## config.mk

```make
export PLATFORM = sky130hd
export DESIGN_NAME = fetch_unit
export DESIGN_NICKNAME = d
export VERILOG_FILES = /design/src/rtl/fetch_pkg.sv /design/src/rtl/fetch_queue.sv /design/src/rtl/fetch_unit.sv
export SDC_FILE = /design/constraint.sdc
export NUM_CORES = 1
export LEC_CHECK = 0
export ABC_AREA = 1
export BUFFER_PORTS_ARGS = -buffer_cell sky130_fd_sc_hd__buf_2
export CAP_MARGIN = 20
export CORE_MARGIN = 2
export CORE_UTILIZATION = 45
export DETAILED_ROUTE_END_ITERATION = 8
export PLACE_DENSITY = 0.7
export RECOVER_POWER = 100
export SETUP_SLACK_MARGIN = 0.4
export SYNTH_ARGS = -nofsm -noshare
export SYNTH_HDL_FRONTEND = slang
export SYNTH_SLANG_ARGS = --single-unit
```

## constraint.sdc

```tcl
create_clock -name clk -period 4.6 [get_ports clk]
set_input_delay 0.23 -clock clk [delete_from_list [all_inputs] [get_ports clk]]
set_output_delay 0.23 -clock clk [all_outputs]
set_load 0.02 [all_outputs]
```

## src/rtl/fetch_pkg.sv

```systemverilog
// fetch_pkg: shared types and constants for the instruction fetch stage.
//   fetch_entry_t  - one instruction-queue entry {pc, instr, adel}
//   fetch_state_t  - request FSM state {IDLE, REQ, WAIT}
//   ibus_req_t     - I-bus request  {valid, addr}
//   ibus_resp_t    - I-bus response {addr_ok, data_ok, data}
//   DEFAULT_RESET_PC - power-on fetch address
package fetch_pkg;

   localparam logic [31:0] DEFAULT_RESET_PC = 32'hbfc0_0000;

   typedef struct packed {
      logic [31:0] pc;
      logic [31:0] instr;
      logic        adel;
   } fetch_entry_t;

   typedef enum logic [1:0] {
      IDLE,
      REQ,
      WAIT
   } fetch_state_t;

   typedef struct packed {
      logic        valid;
      logic [31:0] addr;
   } ibus_req_t;

   typedef struct packed {
      logic        addr_ok;
      logic        data_ok;
      logic [31:0] data;
   } ibus_resp_t;

   function automatic logic pc_misaligned(input logic [31:0] pc);
      return pc[1:0] != 2'b00;
   endfunction

endpackage

```

## src/rtl/fetch_queue.sv

```systemverilog
// fetch_queue: synchronous FIFO of fetch_entry_t with a registered head.
//   clk, resetn        - clock, asynchronous active-low reset
//   push, push_data    - enqueue one entry (ignored when full unless popping)
//   pop                - drop the head entry (ignored when empty)
//   flush              - empty the queue; takes priority over push/pop
//   count              - number of stored entries
//   head_valid, head   - registered head entry; head holds its last value
//                        while the queue is empty
module fetch_queue
   import fetch_pkg::*;
#(
   parameter int unsigned DEPTH = 4
) (
   input  logic                     clk,
   input  logic                     resetn,
   input  logic                     push,
   input  fetch_entry_t             push_data,
   input  logic                     pop,
   input  logic                     flush,
   output logic [$clog2(DEPTH):0]   count,
   output logic                     head_valid,
   output fetch_entry_t             head
);

   localparam int unsigned PW = $clog2(DEPTH);
   localparam int unsigned CW = PW + 1;
   localparam logic [CW-1:0] FULL_CNT = CW'(DEPTH);

   fetch_entry_t  mem_q [DEPTH];
   logic [PW-1:0] wr_ptr_q, wr_ptr_d;
   logic [PW-1:0] rd_ptr_q, rd_ptr_d;
   logic [CW-1:0] count_q, count_d;
   fetch_entry_t  head_q, head_d;
   logic          head_valid_q, head_valid_d;
   logic          do_push, do_pop;

   always_comb begin
      do_pop       = pop && !flush && (count_q != '0);
      do_push      = push && !flush && ((count_q != FULL_CNT) || do_pop);
      wr_ptr_d     = wr_ptr_q;
      rd_ptr_d     = rd_ptr_q;
      count_d      = count_q;
      head_d       = head_q;
      head_valid_d = head_valid_q;

      if (flush) begin
         wr_ptr_d     = '0;
         rd_ptr_d     = '0;
         count_d      = '0;
         head_valid_d = 1'b0;
      end else begin
         if (do_push) wr_ptr_d = wr_ptr_q + 1'b1;
         if (do_pop)  rd_ptr_d = rd_ptr_q + 1'b1;
         if (do_push && !do_pop)      count_d = count_q + 1'b1;
         else if (!do_push && do_pop) count_d = count_q - 1'b1;

         head_valid_d = (count_d != '0);
         // With no surviving older entry the new head is the word being
         // pushed right now; it is not in mem_q yet.
         if (count_d != '0) begin
            if ((count_q == '0) || ((count_q == CW'(1)) && do_pop))
               head_d = push_data;
            else
               head_d = mem_q[rd_ptr_d];
         end
      end
   end

   always_ff @(posedge clk or negedge resetn) begin
      if (!resetn) begin
         wr_ptr_q     <= '0;
         rd_ptr_q     <= '0;
         count_q      <= '0;
         head_q       <= '0;
         head_valid_q <= 1'b0;
      end else begin
         wr_ptr_q     <= wr_ptr_d;
         rd_ptr_q     <= rd_ptr_d;
         count_q      <= count_d;
         head_q       <= head_d;
         head_valid_q <= head_valid_d;
      end
   end

   always_ff @(posedge clk) begin
      if (do_push) mem_q[wr_ptr_q] <= push_data;
   end

   assign count      = count_q;
   assign head_valid = head_valid_q;
   assign head       = head_q;

endmodule

```

## src/rtl/fetch_unit.sv

```systemverilog
// fetch_unit: fetch stage. Owns the fetch PC, issues at most one I-bus
// request at a time and buffers returned words in a fetch_queue.
//   clk, resetn                 - clock, asynchronous active-low reset
//   redirect_valid, redirect_pc - redirect from later stages (highest priority)
//   deq_ready                   - decode accepts the head entry
//   out_valid/out_pc/out_instr/out_adel - head entry of the queue
//   ireq                        - I-bus request {valid, addr}
//   iresp                       - I-bus response {addr_ok, data_ok, data}
// Optional build macro FETCH_ALIGN_CHECK_EN: misaligned fetch PCs are not
// sent to the bus; a single adel entry is queued instead and fetching stops
// until the next redirect.
module fetch_unit
   import fetch_pkg::*;
#(
   parameter logic [31:0] RESET_PC    = DEFAULT_RESET_PC,
   parameter int unsigned QUEUE_DEPTH = 4,
   parameter logic [31:0] PC_STEP     = 32'd4
) (
   input  logic        clk,
   input  logic        resetn,
   input  logic        redirect_valid,
   input  logic [31:0] redirect_pc,
   input  logic        deq_ready,
   output logic        out_valid,
   output logic [31:0] out_pc,
   output logic [31:0] out_instr,
   output logic        out_adel,
   output ibus_req_t   ireq,
   input  ibus_resp_t  iresp
);

   localparam int unsigned CW = $clog2(QUEUE_DEPTH) + 1;
   localparam logic [CW-1:0] DEPTH_CNT = CW'(QUEUE_DEPTH);

   fetch_state_t  state_q, state_d;
   logic [31:0]   fetch_pc_q, fetch_pc_d;
   logic          drop_q, drop_d;
   ibus_req_t     ireq_q, ireq_d;
`ifdef FETCH_ALIGN_CHECK_EN
   logic          halt_q, halt_d;
`endif

   logic          q_push, q_pop, q_flush, q_head_valid;
   fetch_entry_t  q_push_data, q_head;
   logic [CW-1:0] q_count, cnt_next;
   logic          done, issue_pt, may_issue;

   fetch_queue #(.DEPTH(QUEUE_DEPTH)) u_queue (
      .clk        (clk),
      .resetn     (resetn),
      .push       (q_push),
      .push_data  (q_push_data),
      .pop        (q_pop),
      .flush      (q_flush),
      .count      (q_count),
      .head_valid (q_head_valid),
      .head       (q_head)
   );

   always_comb begin
      state_d     = state_q;
      fetch_pc_d  = fetch_pc_q;
      drop_d      = drop_q;
      ireq_d      = ireq_q;
`ifdef FETCH_ALIGN_CHECK_EN
      halt_d      = halt_q;
`endif
      q_push      = 1'b0;
      q_push_data = '{pc: fetch_pc_q, instr: iresp.data, adel: 1'b0};
      q_pop       = q_head_valid && deq_ready && !redirect_valid;
      q_flush     = redirect_valid;
      done        = 1'b0;
      issue_pt    = 1'b0;

      unique case (state_q)
         IDLE: issue_pt = 1'b1;
         REQ: begin
            if (iresp.addr_ok) begin
               if (iresp.data_ok) begin
                  done     = 1'b1;
                  issue_pt = 1'b1;
               end else begin
                  state_d      = WAIT;
                  ireq_d.valid = 1'b0;
               end
            end
         end
         WAIT: begin
            if (iresp.data_ok) begin
               done     = 1'b1;
               issue_pt = 1'b1;
            end
         end
         default: ;
      endcase

      // A completing response is wrong-path if drop is set or a redirect
      // arrives in the same cycle; either way it is not enqueued.
      if (done) begin
         drop_d = 1'b0;
         if (!drop_q && !redirect_valid) begin
            q_push     = 1'b1;
            fetch_pc_d = fetch_pc_q + PC_STEP;
         end
      end

`ifdef FETCH_ALIGN_CHECK_EN
      if ((state_q == IDLE) && pc_misaligned(fetch_pc_q) && !halt_q &&
          !redirect_valid && (q_count < DEPTH_CNT)) begin
         q_push      = 1'b1;
         q_push_data = '{pc: fetch_pc_q, instr: '0, adel: 1'b1};
         halt_d      = 1'b1;
      end
`endif

      if (redirect_valid) begin
         fetch_pc_d = redirect_pc;
         if ((state_q != IDLE) && !done) drop_d = 1'b1;
`ifdef FETCH_ALIGN_CHECK_EN
         halt_d = 1'b0;
`endif
      end

      // Credit is judged on the queue occupancy after this cycle's
      // push/pop/flush, so entries plus the outstanding request never
      // exceed QUEUE_DEPTH.
      if (redirect_valid) begin
         cnt_next = '0;
      end else begin
         cnt_next = q_count;
         if (q_push && !q_pop)      cnt_next = q_count + 1'b1;
         else if (!q_push && q_pop) cnt_next = q_count - 1'b1;
      end

      may_issue = (cnt_next < DEPTH_CNT);
`ifdef FETCH_ALIGN_CHECK_EN
      if (pc_misaligned(fetch_pc_d)) may_issue = 1'b0;
`endif

      if (issue_pt) begin
         if (may_issue) begin
            state_d      = REQ;
            ireq_d.valid = 1'b1;
            ireq_d.addr  = fetch_pc_d;
         end else begin
            state_d      = IDLE;
            ireq_d.valid = 1'b0;
         end
      end
   end

   always_ff @(posedge clk or negedge resetn) begin
      if (!resetn) begin
         state_q    <= IDLE;
         fetch_pc_q <= RESET_PC;
         drop_q     <= 1'b0;
         ireq_q     <= '{valid: 1'b0, addr: RESET_PC};
`ifdef FETCH_ALIGN_CHECK_EN
         halt_q     <= 1'b0;
`endif
      end else begin
         state_q    <= state_d;
         fetch_pc_q <= fetch_pc_d;
         drop_q     <= drop_d;
         ireq_q     <= ireq_d;
`ifdef FETCH_ALIGN_CHECK_EN
         halt_q     <= halt_d;
`endif
      end
   end

   assign ireq      = ireq_q;
   assign out_valid = q_head_valid;
   assign out_pc    = q_head.pc;
   assign out_instr = q_head.instr;
   assign out_adel  = q_head.adel;

endmodule

```

Yosys cells after proc, flatten, opt, wreduce, memory -nomap -nowiden. Memory sizes are Yosys's and may differ from the RTL's. Cells that the tools add are included.

Register bits: 141. Memory bits (writable): 256. Memories kept: 1.

Add/subtract/negate cells: 5. $lt $le $gt $ge: 1. Eq/ne operators: 5. Mux-type cells: 39. Bitwise operators: 1. Reduce and logical (&&, ||, !) cells: 33.

Memories: u_queue.mem_q (depth 4, bits a word 64, rd ports 1, clocked after Yosys merged registers in 0, write ports 1, line fetch_queue.sv:29) `fetch_entry_t mem_q [DEPTH];`.

Operator list (count): 32-bit 2-to-1 mux (4); 65-bit 2-to-1 mux (1); 33-bit 2-to-1 mux (1); 32-bit by 3-bit adder with 32-bit output, second input constant (1); 3-bit 2-to-1 mux (7); 2-bit 2-to-1 mux (9); 1-bit 2-to-1 mux (15); 1-bit logical AND (13); 2-bit nonzero test (4); 1-bit zero test (7); 3-bit nonzero test (2); 2-bit by 1-bit adder with 2-bit output, second input constant (2); 2-bit AND reduction (2); 3-bit by 1-bit adder with 3-bit output, second input constant (1); 3-bit by 1-bit equality test with 1-bit output, second input constant (1); 3-bit zero test (1); 3-bit < comparator, second input constant (1); 3-bit != test, second input constant (1); 1-bit case mux with 3 select lines (1); 3-bit AND reduction (1); 3-bit by 1-bit subtractor with 3-bit output, second input constant (1); 2-bit by 1-bit equality test with 1-bit output, second input constant (1); 2-bit equality test, second input constant (1); 2-bit zero test (1); 4 further kinds (5).

Logic depth before layout (Yosys ltp).
Word-level depth: 13. Depth in mapped cells: 16. Mapped depth without buffers: 14.

Hierarchy. From an unflattened synthesis, not the netlist that was laid out.

Cell total of the unflattened synthesis: 1818. Area total of the unflattened synthesis: 17885.9 um^2.

By module, submodules not included: fetch_queue (times used 1, cells an instance 1289, area each 14084.8 um^2, sequential area each 9634.2 um^2); fetch_unit (times used 1, cells an instance 529, area each 3801.1 um^2, sequential area each 1699.1 um^2).

Least setup slack after synthesis. No wires, ideal clock.

Kind: register to register. Start point: reg state_q[0]. End point: mem u_queue.mem_q[0][0] in the netlist's numbering (enable). Data arrival time: 3.880 ns. Required time: 4.114 ns. Path slack: 0.234 ns. Cell stages (with the launch flop): 7. Buffers on the path: 0. Clock period less this slack: 4.366 ns. Cell sequence: dfrtp_1 > inv_1 > ha_1 > nand4_4 > nor2_4 > inv_1 > nor2_1.

Longest elaborated chain between the ends: 7.

RTL lines: start, declared (line fetch_unit.sv:35) `fetch_state_t state_q, state_d;`; start signal, assigned (line fetch_unit.sv:162) `state_q <= state_d;`; 2-bit equality test / 2-bit by 1-bit equality test with 1-bit output (equally long branches) (line fetch_unit.sv:75) `unique case (state_q)`; 1-bit case mux with 2 select lines (*) (line fetch_unit.sv:75); 1-bit 2-to-1 mux (*) (line fetch_unit.sv:99) `if (done) begin`; 1-bit logical AND (*) (2 in a row) (line fetch_queue.sv:39) `do_push = push && !flush && ((count_q != FULL_CNT) || do_pop);`; 1-bit 2-to-1 mux (*) (line fetch_queue.sv:86) `if (do_push) mem_q[wr_ptr_q] <= push_data;`; 1-bit 2-to-1 mux (implied by the code) (*) (line fetch_queue.sv:86); end, declared (line fetch_queue.sv:29).

Mark *: on every way between the ends. The rest lies on a longest branch, timed or not.

Worst setup path in the final report.
Start point: reg state_q[1]. End point: reg u_queue.head_q (netlist bit u_queue.head[43]).

Longest elaborated chain between the ends: 12.

RTL lines: 2-bit equality test / 2-bit by 1-bit equality test with 1-bit output (equally long branches) (line fetch_unit.sv:75); 1-bit case mux with 2 select lines (*) (line fetch_unit.sv:75); 1-bit 2-to-1 mux (*) (line fetch_unit.sv:99); 1-bit logical AND (*) (2 in a row) (line fetch_queue.sv:39); 1-bit zero test (line fetch_queue.sv:55) `else if (!do_push && do_pop) count_d = count_q - 1'b1;`; 1-bit logical AND (line fetch_queue.sv:55); 3-bit 2-to-1 mux (line fetch_queue.sv:55); 3-bit 2-to-1 mux (*) (line fetch_queue.sv:54) `if (do_push && !do_pop) count_d = count_q + 1'b1;`; 3-bit 2-to-1 mux (*) (line fetch_queue.sv:46) `if (flush) begin`; 3-bit nonzero test (*) (line fetch_queue.sv:60) `if (count_d != '0) begin`; 2-bit AND reduction (no line) (*); end signal, assigned (line fetch_queue.sv:74) `head_q <= '0;`; end signal, assigned (line fetch_queue.sv:80) `head_q <= head_d;`; end, declared (line fetch_queue.sv:33) `fetch_entry_t head_q, head_d;`.

Mark *: on every way between the ends. The rest lies on a longest branch, timed or not. The select of a mux whose other input is x is not followed. A chain may end at the register's enable or synchronous reset.

==> metrics.txt <==
status finished with violations; violated checks max-capacitance violations, max-slew violations; initial antenna violation count 0; Max Root-Sink Buffers 3; first-pass GRT wire length 69100 um; remaining global-route overflow 0; Clock Sinks 395; chip height 199 um; Final HPWL DP 25100 um; Critical R2R Capture u_queue.head[43]; endpoints failing hold 0; Initial Util 0.456; hold_sp redirect_pc[26]; GRT Overall Usage 0.226; syn nets 1793; max-slew violations 71; # IOs 169; fin crit period 3730 ps; DRT antenna net count 0; worst-case hold path end point ireq[26]; Worst Path Max Fanout 65; clock transition at the registers of the reported paths 60 ps; Mapped Area 17100 um^2; Setup Fix Bufs, Post-CTS 0; vias in the first global route 12600; final layout net count 1985; Syn. warnings 0; Yosys cell types 38; synthesis-stage register bit count 395; clock insertion delay at the later pin of the skew report 550 ps; vias 12900; Worst Max-Slew Pin Slew 3370 ps; Startpoint Class register; max frequency 268 MHz; # port buffers 167; routability cong. 0.860; # DRC 0; CTS tree yes; ys async rst share 0.352; Post-Route WL 44100 um; Finish-stage setup viols 0; Clk Tree Root Cell clkbuf_16; area grow syn2layout 18.0%; layout cell share with drive strength beyond 1 0.0764; ANT cells 0; crit share post-route 0.812; post-route setup TNS 0 ps; RSZ-0062 raised after global routing false; post-synthesis sequential area ratio 0.653; drt initial violations 956; clock skew 21.9 ps; # hold bufs at CTS 63; maximum vdd drop 0.000454 V; die span in x 199 um; Slew HR -1.25; Max Cap Violations 1; full die area 39700 um^2; pin count of the biggest net entering global routing 83; Core Area 37600 um^2; RR Startpoint state_q[1]; Avg Inst Size Synth 10.0 um^2; P_leak 8.37 nW; Reg2Reg Depth 13; Mapped Cells 1710; post-cts resize count 0; crit path DAT 4140 ps; post-layout util 0.538; total power 10.1 mW; Num CTS Buffers 42; Wirelength per Cell 18.0 um; r2r setup slk 870 ps; first-pass detailed-route iteration total 5; Hold Path Class primary input to register; detail-routed via count per cell 5.26; Cell Rows 71; WS Path Type register to register; Post-synth EDFFs 256; pwr dens 501 nW/um^2; predominant post-synthesis flop cell edfxtp_1; H-tree levels 2; Worst setup EP type register; CP required 5010 ps; hold path cells 4
[through the flow]
| step | hold slack (ps) | area [um^2] | setup WS, ps | std cells |
|---|---|---|---|---|
| finish | 29.7 | 20200 | 866 | 2447 |
| global route | 33.4 | 20200 | 453 | 2447 |
| CTS | 17.0 | 20500 | 1170 | 2447 |
| detailed placement | 312 | 18400 | 1130 | 2306 |
| global placement | 307 | 18400 | 1220 | 2306 |
| floorplan | -65.6 | 17100 | 234 | 1710 |
[cell type report]
cell class | count | area (um^2)
Multi-Input combinational cell | 1148 | 5210
Inverter | 67 | 256
Timing Repair Buffer | 248 | 1490
Fill cell | 3242 | 17300
Sequential cell | 395 | 11200
Clock inverter | 19 | 292
Clock buffer | 59 | 1150
Tap cell | 511 | 639
[report_power, final]
| part | switching (mW) | total [mW] | internal (mW) | leakage [nW] |
|---|---|---|---|---|
| registers | 0.332 | 4.61 | 4.28 | 4.01 |
| clock network | 1.37 | 3.52 | 2.15 | 0.701 |
| logic | 1.42 | 2.00 | 0.583 | 3.66 |
[worst max-delay path: stages (launching register included)]
cell	delay (ps)
dfrtp_1	400
inv_1	100
ha_1	180
nand2_1	70
nand2_1	80
nand4_1	510
nor2_1	550
nand2_1	200
nand2_1	90
nand2_1	60
nand3_1	140
nand3_4	760
nand2_1	330
nand2_1	100
[Yosys cell counts, drive strengths merged, types with 4 or more instances]
cell,count,share of area
nor2,39,0.011
dfstp,18,0.028
buf,80,0.026
nand4,75,0.028
o21ai,38,0.011
nand3,249,0.074
dfrtp,121,0.18
ha,13,0.0095
edfxtp,256,0.45
clkbuf,20,0.0044
nor3,6,0.0018
or2,4,0.0015
nand3b,4,0.0018
nand2,693,0.15
xnor2,4,0.0020
xor2,5,0.0026
inv,67,0.015
[sequential cells by signal, summed over array words and instances (netlist names)]
name / cells
u_queue.count: 3
u_queue.wr_ptr_q: 2
u_queue.head: 64
u_queue.mem_q: 256
fetch_pc_q: 32
drop_q: 1
u_queue.rd_ptr_q: 2
u_queue.head_valid: 1
state_q: 2
ireq: 32
[placed cells by master (no fill, tap or decap), drive strengths merged, types with 2 or more instances in the layout]
cell,n
a21boi,3
a21oi,3
a31oi,3
and2,2
buf,52
bufinv,7
clkbuf,191
clkinv,9
dfrtp,121
dfstp,18
dlygate4sd3,63
edfxtp,256
ha,13
inv,69
nand2,693
nand3,249
nand3b,4
nand4,75
nor2,39
nor3,6
o211ai,2
o21ai,38
o21bai,2
or2,4
xnor2,4
xor2,5
[layer usage]
metal  global-route usage  vias up  part of all wire
met1                0.324     6197              0.44
li1                     -     6155                 -
met4               0.0511        0             0.013
met5                    0        -                 0
met3               0.0385       48             0.084
met2                0.361      479              0.47
[logic make-up after synthesis]
kind of cell             after synthesis  synth area share
adder cells (fa/ha/maj)               13           0.00949
AND/OR/NAND/NOR                     1072             0.270
buffers and inverters                167            0.0455
XOR/XNOR                               9           0.00460
AO/OA/AOI/OAI                         53            0.0172
other                                  1          0.000219
flip-flops                           395             0.653
[how the worst max path moves through the flow]
stage | startpoint | endpoint | cells past startpoint
finish | state_q[1] | u_queue.head[43] | 13
CTS | u_queue.count[0] | u_queue.head[9] | 15
detailed placement | redirect_valid | u_queue.head[9] | 14
floorplan | state_q[0] | u_queue.mem_q[0][0] | 6
global route | state_q[0] | ireq[16] | 10
global placement | redirect_valid | u_queue.head[22] | 14
Note: power is estimated with default switching activity, not from simulation.
